<file path="src/rtl/srio_type9_arb.sv">
// srio_type9_arb
//   Packet-granular round-robin arbiter that shares one SRIO type-9 TX AXIS
//   stream among NUM_REQ packer outputs. A grant is held from the first beat
//   to TLAST, and the granted source passes straight through to the TX port.
// Ports
//   AXIS_ACLK, AXIS_RESET         clock, synchronous active-high reset
//   S_AXIS_*                      NUM_REQ slave streams (64b data, 32b srcdest)
//   M_AXIS_*                      single master stream to the SRIO core
//   EN_MASK                       per-source arbitration enable
//   ERR_CLR                       pulse that clears the sticky error flags
//   GRANT, BUSY, PKT_CNT          status: one-hot grant, transfer active,
//                                 completed packet count (wraps)
//   ERR_OVERSIZE, ERR_STALL       sticky error flags
module srio_type9_arb #(
    parameter int NUM_REQ   = 4,
    parameter int MAX_BEATS = 34,
    parameter int STALL_CYC = 1024
) (
    input  logic                   AXIS_ACLK,
    input  logic                   AXIS_RESET,
    input  logic [NUM_REQ-1:0]     S_AXIS_TVALID,
    output logic [NUM_REQ-1:0]     S_AXIS_TREADY,
    input  logic [64*NUM_REQ-1:0]  S_AXIS_TDATA,
    input  logic [32*NUM_REQ-1:0]  S_AXIS_TUSER,
    input  logic [NUM_REQ-1:0]     S_AXIS_TLAST,
    output logic                   M_AXIS_TVALID,
    input  logic                   M_AXIS_TREADY,
    output logic [63:0]            M_AXIS_TDATA,
    output logic [31:0]            M_AXIS_TUSER,
    output logic                   M_AXIS_TLAST,
    input  logic [NUM_REQ-1:0]     EN_MASK,
    input  logic                   ERR_CLR,
    output logic [NUM_REQ-1:0]     GRANT,
    output logic                   BUSY,
    output logic [15:0]            PKT_CNT,
    output logic                   ERR_OVERSIZE,
    output logic                   ERR_STALL
);

    localparam int IW = (NUM_REQ > 1) ? $clog2(NUM_REQ) : 1;
    localparam int BW = $clog2(MAX_BEATS + 1);
    localparam int SW = $clog2(STALL_CYC + 1);
    localparam int unsigned NR = NUM_REQ;
    localparam logic [BW-1:0] BEAT_MAX   = BW'(MAX_BEATS);
    localparam logic [BW-1:0] BEAT_WARN  = BW'(MAX_BEATS - 1);
    localparam logic [SW-1:0] STALL_MAX  = SW'(STALL_CYC);
    localparam logic [SW-1:0] STALL_WARN = SW'(STALL_CYC - 1);
    localparam logic [IW-1:0] LAST_INIT  = IW'(NUM_REQ - 1);

    typedef enum logic {
        IDLE = 1'b0,
        XFER = 1'b1
    } state_t;

    state_t             state;
    logic [IW-1:0]      gidx;
    logic [IW-1:0]      last_grant;
    logic [IW-1:0]      pick_idx;
    logic [NUM_REQ-1:0] pick_oh;
    logic [NUM_REQ-1:0] req;
    logic [BW-1:0]      beat_cnt;
    logic [SW-1:0]      stall_cnt;
    logic [15:0]        pkt_cnt;
    logic               fire;
    logic               ovs_set;
    logic               stall_set;

    assign PKT_CNT = pkt_cnt;

    // Round-robin pick: scan offsets NUM_REQ down to 1 from last_grant so the
    // lowest offset (the source right after the last winner) is written last.
    always_comb begin
        int unsigned idx;
        idx      = 0;
        req      = S_AXIS_TVALID & EN_MASK;
        pick_idx = '0;
        for (int unsigned k = 0; k < NR; k++) begin
            idx = (32'(last_grant) + NR - k) % NR;
            if (req[idx[IW-1:0]]) pick_idx = idx[IW-1:0];
        end
        pick_oh           = '0;
        pick_oh[pick_idx] = 1'b1;
    end

    // Combinational pass-through from the granted source.
    always_comb begin
        S_AXIS_TREADY = '0;
        M_AXIS_TVALID = 1'b0;
        M_AXIS_TDATA  = '0;
        M_AXIS_TUSER  = '0;
        M_AXIS_TLAST  = 1'b0;
        if (state == XFER) begin
            M_AXIS_TVALID       = S_AXIS_TVALID[gidx];
            M_AXIS_TDATA        = S_AXIS_TDATA[64*gidx +: 64];
            M_AXIS_TUSER        = S_AXIS_TUSER[32*gidx +: 32];
            M_AXIS_TLAST        = S_AXIS_TLAST[gidx];
            S_AXIS_TREADY[gidx] = M_AXIS_TREADY;
        end
    end

    assign fire      = M_AXIS_TVALID & M_AXIS_TREADY;
    // This beat brings the accepted count to MAX_BEATS without ending the packet.
    assign ovs_set   = fire & ~M_AXIS_TLAST & (beat_cnt >= BEAT_WARN);
    // This cycle is the STALL_CYC-th consecutive one with the source idle.
    assign stall_set = (state == XFER) & ~M_AXIS_TVALID & (stall_cnt >= STALL_WARN);

    always_ff @(posedge AXIS_ACLK) begin
        if (AXIS_RESET) begin
            state        <= IDLE;
            gidx         <= '0;
            last_grant   <= LAST_INIT;
            GRANT        <= '0;
            BUSY         <= 1'b0;
            pkt_cnt      <= '0;
            beat_cnt     <= '0;
            stall_cnt    <= '0;
            ERR_OVERSIZE <= 1'b0;
            ERR_STALL    <= 1'b0;
        end else begin
            case (state)
                IDLE: begin
                    beat_cnt  <= '0;
                    stall_cnt <= '0;
                    if (|req) begin
                        gidx  <= pick_idx;
                        GRANT <= pick_oh;
                        BUSY  <= 1'b1;
                        state <= XFER;
                    end
                end
                XFER: begin
                    // Backpressure with the source valid is not a stall.
                    if (M_AXIS_TVALID) stall_cnt <= '0;
                    else if (stall_cnt != STALL_MAX) stall_cnt <= stall_cnt + 1'b1;
                    if (fire) begin
                        if (M_AXIS_TLAST) begin
                            beat_cnt   <= '0;
                            last_grant <= gidx;
                            pkt_cnt    <= pkt_cnt + 16'd1;
                            GRANT      <= '0;
                            BUSY       <= 1'b0;
                            state      <= IDLE;
                        end else if (beat_cnt != BEAT_MAX) begin
                            beat_cnt <= beat_cnt + 1'b1;
                        end
                    end
                end
                default: state <= IDLE;
            endcase

            if (ovs_set)      ERR_OVERSIZE <= 1'b1;
            else if (ERR_CLR) ERR_OVERSIZE <= 1'b0;
            if (stall_set)    ERR_STALL <= 1'b1;
            else if (ERR_CLR) ERR_STALL <= 1'b0;
        end
    end

endmodule

</file>
<file path="config.mk">
export PLATFORM = sky130hd
export DESIGN_NAME = srio_type9_arb
export DESIGN_NICKNAME = d
export VERILOG_FILES = /design/src/rtl/srio_type9_arb.sv
export SDC_FILE = /design/constraint.sdc
export NUM_CORES = 1
export LEC_CHECK = 0
export BUFFER_PORTS_ARGS = -buffer_cell sky130_fd_sc_hd__buf_2
export CAP_MARGIN = 0
export CORE_AREA = 2 2 204 206
export CTS_CLUSTER_DIAMETER = 40
export CTS_CLUSTER_SIZE = 20
export DETAILED_ROUTE_END_ITERATION = 12
export DIE_AREA = 0 0 206 208
export GPL_ROUTABILITY_DRIVEN = 0
export GPL_TIMING_DRIVEN = 0
export PLACE_DENSITY = 0.47
export SETUP_SLACK_MARGIN = 0.3
export SLEW_MARGIN = 40
export SYNTH_ARGS = -nofsm -noshare
export SYNTH_HDL_FRONTEND = slang
export SYNTH_SLANG_ARGS = --single-unit
</file>
<file path="constraint.sdc">
create_clock -name AXIS_ACLK -period 1.9 [get_ports AXIS_ACLK]
set_input_delay 0.095 -clock AXIS_ACLK [delete_from_list [all_inputs] [get_ports AXIS_ACLK]]
set_output_delay 0.095 -clock AXIS_ACLK [all_outputs]
set_load 0.02 [all_outputs]
</file>
* Yosys cells after proc, flatten, opt, wreduce, memory -nomap -nowiden
Index checks and enable logic that the tools add are counted.
** Word-level totals
- Flip-flop bits (word level) :: 45
- Bits of input ports :: 400
- Output and inout port bits :: 125
** Cells by class
- Add/sub/neg operators :: 7
- Order comparisons :: 10
- Equal/unequal tests :: 7
- Shift operators :: 2
- Multiplexer cells :: 47
- Bitwise gates (word level) :: 10
- Reductions and logical operators :: 9
** Operator list (number)
- indexed part select 256 x 9 -> 64 bit :: 1
- indexed part select 128 x 8 -> 32 bit :: 1
- 2-to-1 mux 64 bit :: 1
- 2-to-1 mux 32 bit :: 1
- 2-to-1 mux 11 bit :: 2
- case mux 11 bit (2 select lines) :: 1
- 2-to-1 mux 1 bit :: 19
- < comparator 2 x 3 -> 1 bit, second input constant :: 6
- 2-to-1 mux 6 bit :: 3
- adder 16 x 1 -> 16 bit, second input constant :: 1
- 2-to-1 mux 4 bit :: 4
- binary-select mux 1 bit (select 2 bit) :: 6
- case mux 6 bit (2 select lines) :: 1
- adder 11 x 1 -> 11 bit, second input constant :: 1
- greater-or-equal comparator 11 x 10 -> 1 bit, second input constant :: 1
- != test 11 bit, second input constant :: 1
- AND 4 bit :: 2
- 2-to-1 mux 2 bit :: 4
- case mux 4 bit (2 select lines) :: 1
- adder 6 x 1 -> 6 bit, second input constant :: 1
- greater-or-equal comparator 6 bit, second input constant :: 1
- != test 3 x 2 -> 1 bit, second input constant :: 2
- != test 6 bit, second input constant :: 1
- AND reduction 3 bit :: 2
- other kinds (14) :: 28

* Longest topological paths before layout
Gate-level depths: netlist of run 1.
- Word-level depth :: 13
- Depth in mapped cells :: 8
- Gate-level depth less buffers :: 7

* Worst setup path after synthesis of run 1
Ideal clock, no wire load.
- Path kind :: register to register
- Start point :: register gidx[0]
- End point :: register pkt_cnt[9] (netlist: PKT_CNT[9])
- Setup time :: 128 ps
- Arrival :: 1701 ps
- Required time :: 1772 ps
- Setup slack :: 72 ps
- Stages on the path, launching flop included :: 9
- Period minus slack after synthesis :: 1828 ps
- Path through :: dfxtp_1 -> buf_6 -> mux4_2 -> and3_1 -> buf_6 -> buf_6 -> nand4_1 -> xor2_1 -> nor2_1
** Between the ends
- Cells in the longest elaborated chain, start to end :: 5
** Ends and longest elaborated chain
- from (decl) :: line 56 : logic [IW-1:0] gidx;
- from (signal assigned) :: line 125 : gidx <= pick_idx;
- binary-select mux 1 bit (select 2 bit) :: line 93 : M_AXIS_TVALID = S_AXIS_TVALID[gidx];
- 2-to-1 mux 1 bit (not written as such) :: line 93
- 2-to-1 mux 1 bit :: line 92 : if (state == XFER) begin
- AND 1 bit :: line 101 : assign fire = M_AXIS_TVALID & M_AXIS_TREADY;
- AND reduction 3 bit (no source line) (*)
- to (signal assigned) :: line 139 : pkt_cnt <= pkt_cnt + 16'd1;
- to (decl) :: line 63 : logic [15:0] pkt_cnt;
Every way passes the cells marked *; elsewhere a longest branch is shown, timed or not. The select of a mux whose other input is x is not followed.
A chain may end at the register's enable or synchronous reset.

* Final worst setup path of run 1
- Start point :: register gidx[0]
- End point :: output port M_AXIS_TDATA[13]
** Between the ends
- Cells in the longest elaborated chain, start to end :: 2
** Ends and longest elaborated chain
- indexed part select 256 x 9 -> 64 bit :: line 94 : M_AXIS_TDATA = S_AXIS_TDATA[64*gidx +: 64];
- 2-to-1 mux 64 bit :: line 92
- to (decl) :: line 28 : output logic [63:0] M_AXIS_TDATA,
No other way between the ends.

==> impl_metrics.env, run 1 <==
export IMPL_grt_pass1_wl_um=50300
export IMPL_status="finished with violations"
export IMPL_ys_seq_area_frac=0.176
export IMPL_avgSynthCellArea_um2=10.5
export IMPL_nFillCells=4418
export IMPL_grt_max_degree=16
export IMPL_max_slew_margin=0.436
export IMPL_fp_dieW_um=206
export IMPL_dpl_worst_slack_ps=-854
export IMPL_numPortBuffers=523
export IMPL_antenna_found_initial=17
export IMPL_crit_fanout=8
export IMPL_fmax_mhz=475
export IMPL_fp_dieH_um=208
export IMPL_stdcell_area_um2=10100
export IMPL_crit_path_max_incr_delay_ps=540
export IMPL_cts_clk_slew_worst_paths_ps=70
export IMPL_wl_per_cell_um=23.9
export IMPL_grt_busiest_layer="met2"
export IMPL_synth_cell_types=41
export IMPL_fin_tns_setup_ps=-14540
export IMPL_power_w=0.00584
export IMPL_setup_violations=132
export IMPL_io_pins=525
export IMPL_mostFrequentLayoutCell="buf_2"
export IMPL_use_met1=0.210
export IMPL_worstMarginPinSlew_ps=837
export IMPL_grt_ovfl_total=0
export IMPL_netlist_top_cell_by_area="mux4_2"
export IMPL_ys_warn_count=0
export IMPL_nets=1459
export IMPL_h_tree_depth=2
export IMPL_worst_path_most_repeated_cell="buf_12"
export IMPL_violations="setup timing"
export IMPL_final_cell_mix="buf_2, mux4_2, buf_6"
export IMPL_hold_buffers=0
export IMPL_p_leak_nw=4.52
export IMPL_hp_class="in2reg"
export IMPL_wirelength_um=38000
export IMPL_ff_latch_area_um2=903
export IMPL_grtUsageMet2=0.285
export IMPL_critPathRequiredTime_ps=1800
export IMPL_critPathLaunchType="flip-flop"
export IMPL_post_route_min_period_ps=2100
export IMPL_dr_first_iter_drc_count=373
export IMPL_placed_cell_area_um2=8480
export IMPL_dp_hpwl_um=32800
export IMPL_final_hold_viol_count=0
export IMPL_firstDrtPassIters=4
export IMPL_final_setup_worst_slack_ps=-204
export IMPL_cts_sinks=45
export IMPL_cp_cell_sequence="buf_12 -> buf_12 -> buf_16 -> buf_12 -> mux4_2 -> and2_4 -> buf_6"
export IMPL_worstPathArrival_ps=2010
export IMPL_cp_slowest_cell="mux4_2"
export IMPL_setup_worst_path_class="reg2out"
export IMPL_clockRootBuffer="clkbuf_16"
export IMPL_cts_tree="done"
export IMPL_syn_cell_area_um2=5130
export IMPL_vias=6790
export IMPL_met3_usage=0.0341
export IMPL_yosysTopAreaCellShare=0.430
export IMPL_synth_seq_cells=45
export IMPL_grt_util_all_layers=0.164
export IMPL_syn_nets=896
export IMPL_clk_insertion_delay_late_ps=290
export IMPL_grt_pass1_vias=6870
export IMPL_drc_errors=0
export IMPL_final_antenna_net_count=0
export IMPL_cts_buffers_inserted=5
export IMPL_drive_gt1_frac=0.746
export IMPL_vias_per_cell=4.27
export IMPL_core_area_um2=40600
export IMPL_clock_path_buffers=2
export IMPL_multi_input_area_um2=4330
export IMPL_row_count=74
export IMPL_irDropWorstVdd_mv=0.368
export IMPL_post_route_period_util=1.11
export IMPL_critPathCaptureType="primary output"
export IMPL_rsz0062_at_grt="yes"
export IMPL_initial_core_util=0.127
export IMPL_finalClockSkew_ps=9.22
export IMPL_power_density_nw_per_um2=579
export IMPL_max_cap_violations=0
export IMPL_finalMaxSlewViolations=0
export IMPL_dieArea_um2=42800
export IMPL_area_growth_syn_to_layout_pct=96.4
export IMPL_synth_cells=489
export IMPL_synth_area_leaders="mux4_2, dfxtp_1, and2_1"
what timing repair did:
item                       CTS  global route
pin swaps                   24            12
gates cloned                 7             2
setup endpoints to repair  146           145
setup buffers               20             4
resized for setup          198            92
cells in the mapped netlist, drive strengths merged:
| cell | count |
|---|---|
| and2 | 100 |
| mux4 | 98 |
| dfxtp | 45 |
| nor2 | 38 |
| nand2 | 31 |
| clkbuf | 25 |
| buf | 18 |
| xor2 | 18 |
| nand3 | 14 |
| a21oi | 13 |
| nand4 | 13 |
| inv | 10 |
| o21ai | 8 |
| ha | 7 |
| or3 | 7 |
| xnor2 | 6 |
| and3 | 5 |
| nand2b | 4 |
| nor3 | 4 |
| o32ai | 4 |
| a211oi | 2 |
| nand3b | 2 |
| o21bai | 2 |
| a21o | 1 |
| a221oi | 1 |
| a311o | 1 |
| a32oi | 1 |
| a41oi | 1 |
| and3b | 1 |
| and4 | 1 |
| mux2 | 1 |
| nand4b | 1 |
| nor2b | 1 |
| nor3b | 1 |
| nor4 | 1 |
| nor4b | 1 |
| o311ai | 1 |
| or3b | 1 |
report_power, final:
part	leakage (nW)	internal, W	switching (W)
combinational	4.06	0.00202	0.00174
clock	0.0890	0.000667	0.000410
sequential	0.365	0.000971	0.0000318
total	4.52	0.00365	0.00218
critical path: cells and delay by family (launching register included):
family                 cells  cell delay (ps)
muxes                      1              540
buffers and inverters      5              640
and+or+nand+nor            1              180
DFF                        1              340
stage by stage:
step	hold slack, ps	utilization	std cells
2_1_floorplan	260	-	489
3_3_place_gp	389	0.209	1544
3_5_place_dp	398	0.209	1544
4_1_cts	87.0	0.239	1579
5_1_grt	115	0.248	1588
6_report	77.0	0.249	1590
cell type report:
class / count / share of cell area
clock buffers: 6 / 0.0138
well taps: 532 / 0.0660
flip-flops and latches: 45 / 0.0896
clock inverters: 2 / 0.00410
diodes: 5 / 0.00124
multi-input cells: 391 / 0.430
plain buffers: 43 / 0.0493
inverters: 10 / 0.00372
repair buffers: 556 / 0.343
final timing paths:
path | endpoint | slack [ps] | depth (start not counted) | startpoint
worst max-delay path | M_AXIS_TDATA[13] | -200 | 7 | gidx[0]
worst min-delay path | ERR_STALL | 80 | 4 | ERR_CLR
worst max register to register | PKT_CNT[11] | -160 | 9 | gidx[0]
worst min register to register | ERR_STALL | 450 | 2 | ERR_STALL
sequential cells by signal (all words and copies together), names as in the netlist:
name / cells
PKT_CNT: 16
stall_cnt: 11
beat_cnt: 6
GRANT: 4
gidx: 2
last_grant: 2
BUSY: 1
ERR_OVERSIZE: 1
ERR_STALL: 1
state: 1
cells by family after synthesis:
kind of cell,share of synthesized area
adders and majority gates,0.0171
muxes,0.432
and+or+nand+nor,0.242
AOI/OAI and AO/OA,0.0468
xor gates and xnor gates,0.0410
DFF,0.176
buffers and inverters,0.0458
metal layers:
metal / wire length (um) / up-vias / share of wire
met1: 15700 / 3397 / 0.41
met5: 41 / - / 0.0011
met2: 18600 / 355 / 0.49
met4: 674 / 6 / 0.018
met3: 2990 / 48 / 0.079
li1: - / 2984 / -
Note: power is estimated with default switching activity, not from simulation.
==> run 2, diff against run 1 <==
REMOVE_ABC_BUFFERS = 1   (was not set)
==> run 2 against run 1 <==
The run still ends with setup timing left. Hold slack gained 5.9 ps. Worst setup slack gained 32 ps. Total power shrank 4.2%. Core utilization shrank 0.40 points. Design area shrank 1.6%. Final cell count shrank 0.94%. Largest cell class unchanged. Sequential share of layout area grew 0.24 points. Highest routed layer unchanged. Wire length shrank 3.1%.
==> impl_metrics.env, run 2 (synthesis results as in run 1) <==
export IMPL_status="finished with violations"
export IMPL_violations="setup timing"
export IMPL_drive_gt1_frac=0.751
export IMPL_io_pins=525
export IMPL_area_growth_syn_to_layout_pct=93.2
export IMPL_worstMarginPinSlew_ps=744
export IMPL_worstPathArrival_ps=1980
export IMPL_wl_per_cell_um=23.4
export IMPL_clk_insertion_delay_late_ps=290
export IMPL_cts_clk_slew_worst_paths_ps=60
export IMPL_row_count=74
export IMPL_final_antenna_net_count=0
export IMPL_max_cap_violations=0
export IMPL_min_from="ERR_CLR"
export IMPL_final_hold_viol_count=0
export IMPL_largest_reg_flops=16
export IMPL_critPathRequiredTime_ps=1800
export IMPL_cp_top_family="buffers and inverters"
export IMPL_hold_path_depth=4
export IMPL_grt_busiest_layer="met2"
export IMPL_grt_pass1_vias=6591
export IMPL_antenna_found_initial=38
export IMPL_grt_pass1_wl_um=48700
export IMPL_post_route_min_period_ps=2070
export IMPL_cts_buffers_inserted=5
export IMPL_fin_tns_setup_ps=-11280
export IMPL_final_setup_worst_slack_ps=-172
export IMPL_cts_sinks=45
export IMPL_dpl_cell_count=1509
export IMPL_r2r_setup_slack_ps=-140
export IMPL_finalClockSkew_ps=4.35
export IMPL_p_leak_nw=4.44
export IMPL_met3_usage=0.0399
export IMPL_r2r_cells=7
export IMPL_numPortBuffers=524
export IMPL_max_slew_margin=0.504
export IMPL_core_area_um2=40600
export IMPL_use_met1=0.190
export IMPL_power_density_nw_per_um2=564
export IMPL_fp_dieW_um=206
export IMPL_worst_path_most_repeated_cell="buf_6"
export IMPL_drc_errors=0
export IMPL_r2r_end="beat_cnt[2]"
export IMPL_dpl_worst_slack_ps=-686
export IMPL_grt_util_all_layers=0.161
export IMPL_setup_worst_path_class="reg2out"
export IMPL_firstDrtPassIters=5
export IMPL_nets=1438
export IMPL_dr_first_iter_drc_count=354
export IMPL_vias_per_cell=4.24
export IMPL_irDropWorstVdd_mv=0.394
export IMPL_fin_util=0.244
export IMPL_hold_path_end="ERR_STALL"
export IMPL_rsz0062_at_grt="yes"
export IMPL_grt_ovfl_total=0
export IMPL_clockRootBuffer="clkbuf_16"
export IMPL_critPathCaptureType="primary output"
export IMPL_hold_buffers=0
export IMPL_final_cell_mix="buf_2, mux4_2, buf_6"
export IMPL_critPathBufInv=5
export IMPL_r2r_start="gidx[0]"
export IMPL_grt_max_degree=64
export IMPL_cp_slowest_cell="mux4_2"
export IMPL_setup_violations=113
export IMPL_dieArea_um2=42800
export IMPL_critPathLaunchType="flip-flop"
export IMPL_grtUsageMet2=0.289
export IMPL_nFillCells=4405
export IMPL_dp_hpwl_um=30500
export IMPL_crit_fanout=8
export IMPL_wirelength_um=36800
export IMPL_fmax_mhz=483
export IMPL_mostFrequentLayoutCell="buf_2"
export IMPL_hp_class="in2reg"
export IMPL_finalMaxSlewViolations=0
export IMPL_crit_path_max_incr_delay_ps=540
export IMPL_vias=6676
export IMPL_instances_no_fill=1575
export IMPL_h_tree_depth=2
export IMPL_fp_dieH_um=208
export IMPL_initial_core_util=0.127
export IMPL_cts_tree="done"
export IMPL_post_route_period_util=1.09
export IMPL_cp_cell_sequence="buf_12 -> buf_16 -> buf_4 -> buf_6 -> mux4_2 -> and2_4 -> buf_6"
export IMPL_clock_path_buffers=2
[run 2: worst max-delay path by stage]
stage	slack [ps]	cells past startpoint	start	endpoint
2_1_floorplan	-4100	5	gidx[0]	PKT_CNT[6]
3_3_place_gp	-5860	5	gidx[0]	PKT_CNT[6]
3_5_place_dp	-690	6	gidx[0]	PKT_CNT[6]
4_1_cts	-180	6	gidx[0]	M_AXIS_TDATA[60]
5_1_grt	-230	7	gidx[0]	beat_cnt[2]
6_report	-170	7	gidx[0]	M_AXIS_TDATA[57]
[run 2: cell type report]
class                           instances  area [um2]  area share
Antenna cell                           11        27.5     0.00278
Clock buffer                            8         136      0.0138
Inverter                               10        37.5     0.00379
Multi-Input combinational cell        393        4350       0.438
Sequential cell                        45         912      0.0920
Tap cell                              532         666      0.0671
Timing Repair Buffer                  576        3790       0.382
[run 2: worst min-delay path: cells and delay by family]
| kind | cells | cell delay (ps) |
|---|---|---|
| buf+inv | 1 | 90 |
| simple gates | 3 | 140 |
[run 2: stage by stage]
stage	total power [W]	hold slack, ps	area (um2)
floorplan	0.00272	164	4930
global placement	0.00390	389	8220
detailed placement	0.00381	380	8370
CTS	0.00541	77.0	9490
global route	0.00588	105	9900
finish	0.00559	82.9	9910
[run 2: report_power, final]
| group | internal (W) | switching, W | leakage [nW] |
|---|---|---|---|
| logic | 0.00204 | 0.00168 | 4.01 |
| registers | 0.000974 | 0.0000391 | 0.366 |
| clock network | 0.000490 | 0.000362 | 0.0652 |
| total | 0.00351 | 0.00208 | 4.44 |
[run 2: what timing repair did]
| item | CTS | global route |
|---|---|---|
| setup endpoints to repair | 145 | 143 |
| pin swaps | 49 | 32 |
| setup buffers | 31 | 6 |
| gates cloned | 8 | 2 |
| gates resized for setup | 152 | 84 |
[run 2: layer usage]
layer,vias to the layer above,share of wire,routed length (um)
li1,2963,-,-
met4,6,0.030,1090
met5,-,0.0011,42
met2,366,0.50,18500
met3,70,0.097,3580
met1,3271,0.37,13600
==> run 3, diff against run 2 <==
ABC_AREA = 1   (was not set)
CORE_AREA = 2 2 206 208   (was 2 2 204 206)
DIE_AREA = 0 0 208 210   (was 0 0 206 208)
PLACE_DENSITY = 0.46   (was 0.47)
clock period = 1.85 ns   (was 1.9 ns; I/O delays follow)
==> run 3 against run 2 <==
The flow still finishes with violations (setup timing). Sequential share of layout area down 1.1 points. Synthesized area down 6.5%. Sequential power up 6%. Register-to-register slack better by 30 ps. Design area up 15%. Synthesized cell count up 53%. Largest cell class is now non-clock buffers. Hold slack worse by 17 ps.
==> impl_metrics.env, run 3 <==
export IMPL_p_int_w=0.00409
export IMPL_final_hold_viol_count=0
export IMPL_hold_path_depth=4
export IMPL_switching_share=0.428
export IMPL_irDropWorstVdd_mv=0.532
export IMPL_synth_cells=747
export IMPL_h_tree_depth=2
export IMPL_cts_clk_slew_worst_paths_ps=70
export IMPL_synth_cell_types=33
export IMPL_wl_per_cell_um=22.0
export IMPL_cp_cell_sequence="inv_4 -> nor2_4 -> buf_12 -> buf_16 -> buf_6 -> buf_16 -> a22oi_1 -> a21oi_1 -> buf_4"
export IMPL_nets=1736
export IMPL_hold_path_end="ERR_OVERSIZE"
export IMPL_vias=8638
export IMPL_dp_hpwl_um=30600
export IMPL_crit_path_max_incr_delay_ps=370
export IMPL_worstPathArrival_ps=1890
export IMPL_core_area_um2=41500
export IMPL_cts_sinks=45
export IMPL_crit_fanout=7
export IMPL_ys_seq_area_frac=0.188
export IMPL_r2r_end="PKT_CNT[13]"
export IMPL_min_from="ERR_CLR"
export IMPL_pwr_share_seq=0.149
export IMPL_netlist_top_cell_by_area="a22oi_1"
export IMPL_cts_buffers_inserted=5
export IMPL_finalMaxSlewViolations=0
export IMPL_hold_buffers=0
export IMPL_nFillCells=4522
export IMPL_synth_seq_cells=45
export IMPL_fin_util=0.274
export IMPL_max_cap_violations=0
export IMPL_row_count=75
export IMPL_critPathCaptureType="primary output"
export IMPL_wirelength_um=41500
export IMPL_finalClockSkew_ps=7.66
export IMPL_max_slew_margin=0.542
export IMPL_synth_area_leaders="a22oi_1, dfxtp_1, a21oi_1"
export IMPL_initial_core_util=0.116
export IMPL_setup_violations=105
export IMPL_firstDrtPassIters=5
export IMPL_grt_util_all_layers=0.173
export IMPL_setup_worst_path_class="reg2out"
export IMPL_final_antenna_net_count=0
export IMPL_clock_path_buffers=2
export IMPL_rsz0062_at_grt="yes"
export IMPL_drive_gt1_frac=0.662
export IMPL_critPathLaunchType="flip-flop"
export IMPL_syn_cell_area_um2=4800
export IMPL_antenna_found_initial=21
export IMPL_vias_per_cell=4.59
export IMPL_pwr_share_comb=0.705
export IMPL_post_route_min_period_ps=1980
export IMPL_avgSynthCellArea_um2=6.43
export IMPL_io_pins=525
export IMPL_worstMarginPinSlew_ps=687
export IMPL_p_clk_frac=0.146
export IMPL_violations="setup timing"
export IMPL_synth_flop_cell="dfxtp_1"
export IMPL_mostFrequentLayoutCell="buf_2"
export IMPL_dr_first_iter_drc_count=757
export IMPL_final_setup_worst_slack_ps=-128
export IMPL_cts_tree="done"
export IMPL_grt_pass1_wl_um=56300
export IMPL_r2r_start="gidx[0]"
export IMPL_netSwitchingPower_w=0.00306
export IMPL_stdcell_area_um2=11400
export IMPL_worst_path_most_repeated_cell="buf_16"
export IMPL_status="finished with violations"
export IMPL_clk_insertion_delay_late_ps=290
export IMPL_power_density_nw_per_um2=630
export IMPL_critPathRequiredTime_ps=1760
export IMPL_post_route_period_util=1.07
export IMPL_p_leak_nw=4.93
export IMPL_fp_dieH_um=210
export IMPL_final_cell_mix="buf_2, a22oi_1, a22oi_2, nand2_1, buf_4"
export IMPL_synthArstFlopShare=0
export IMPL_r2r_cells=12
export IMPL_synthTopCellsByCount="a22oi_1, a21oi_1, nand2_1"
export IMPL_cp_slowest_cell="dfxtp_4"
export IMPL_fp_dieW_um=208
export IMPL_numPortBuffers=524
export IMPL_drc_errors=0
export IMPL_ys_warn_count=0
export IMPL_grt_ovfl_total=0
export IMPL_placed_cell_area_um2=8110
export IMPL_grt_max_degree=66
export IMPL_synth_edf_count=0
export IMPL_synth_most_common_cell="a22oi_1"
export IMPL_area_growth_syn_to_layout_pct=137
export IMPL_dieArea_um2=43700
export IMPL_grt_pass1_vias=8278
export IMPL_largest_reg_flops=16
export IMPL_yosysTopAreaCellShare=0.300
export IMPL_hp_class="in2reg"
export IMPL_fmax_mhz=505
export IMPL_clockRootBuffer="clkbuf_16"
export IMPL_r2r_setup_slack_ps=-110
## run 3: critical path, delay by kind of cell, from the launching register on
family	cells	cell delay, ps
AOI/OAI and AO/OA	2	250
and+or+nand+nor	1	200
DFF	1	370
buffers and inverters	6	750
## run 3: worst max-delay path by stage
| stage | from | to | slack (ps) | cells after the start |
|---|---|---|---|---|
| 3_3_place_gp | gidx[1] | PKT_CNT[11] | -2520 | 8 |
| 4_1_cts | gidx[1] | M_AXIS_TDATA[21] | -130 | 8 |
| 3_5_place_dp | gidx[0] | PKT_CNT[9] | -1310 | 9 |
| 2_1_floorplan | gidx[1] | PKT_CNT[2] | -990 | 9 |
| 6_report | gidx[0] | M_AXIS_TDATA[54] | -130 | 9 |
| 5_1_grt | gidx[0] | PKT_CNT[0] | -170 | 11 |
## run 3: layout make-up
cell class	instances	area, um2	area share
inverters	51	246	0.0217
repair inverters	5	46.3	0.00408
clock buffers	6	129	0.0113
flip-flops and latches	45	917	0.0807
repair buffers	628	4830	0.426
well taps	539	674	0.0594
diodes	13	32.5	0.00286
clock inverters	2	38.8	0.00341
multi-input cells	593	4440	0.391
## run 3: timing repair
| item | 4_1_cts | 5_1_grt |
|---|---|---|
| setup endpoints to repair | 147 | 146 |
| resized for setup | 287 | 179 |
| setup buffers | 47 | 19 |
| gates cloned | 26 | 5 |
| pin swaps | 93 | 76 |
## run 3: per-stage QoR
stage / instances / power [W] / setup TNS [ps] / setup WS, ps / hold slack, ps
3_3_place_gp: 1749 / 0.00392 / -263950 / -2520 / 369
5_1_grt: 1880 / 0.00746 / -13680 / -174 / 99.4
3_5_place_dp: 1764 / 0.00410 / -68630 / -1310 / 376
2_1_floorplan: 686 / 0.00258 / -84840 / -993 / 162
6_report: 1882 / 0.00715 / -5940 / -128 / 66.0
4_1_cts: 1845 / 0.00661 / -5740 / -126 / 62.4
## run 3: cells by family (layout without fill, tap and decap cells)
kind of cell               count (synthesis)  in the layout  share of synthesized area
AOI/OAI and AO/OA                        341            341                      0.460
xor gates and xnor gates                  14             14                     0.0255
adders and majority gates                  7              7                     0.0182
buffers and inverters                    112            692                     0.0998
DFF                                       45             45                      0.188
other                                      0             13                          0
and+or+nand+nor                          228            231                      0.208
## run 3: power by group through the flow
stage	logic, W	registers (W)	clock network, W
after floorplan	0.00150	0.00108	0
after global placement	0.00283	0.00108	0
after detailed placement	0.00301	0.00108	0
after CTS	0.00446	0.00106	0.00108
after global routing	0.00528	0.00107	0.00110
final	0.00504	0.00107	0.00105
## run 3: layer usage
layer,track usage,wire [um]
met5,0,39
met4,0.0506,1500
met3,0.0477,3500
met2,0.287,19500
met1,0.218,16900
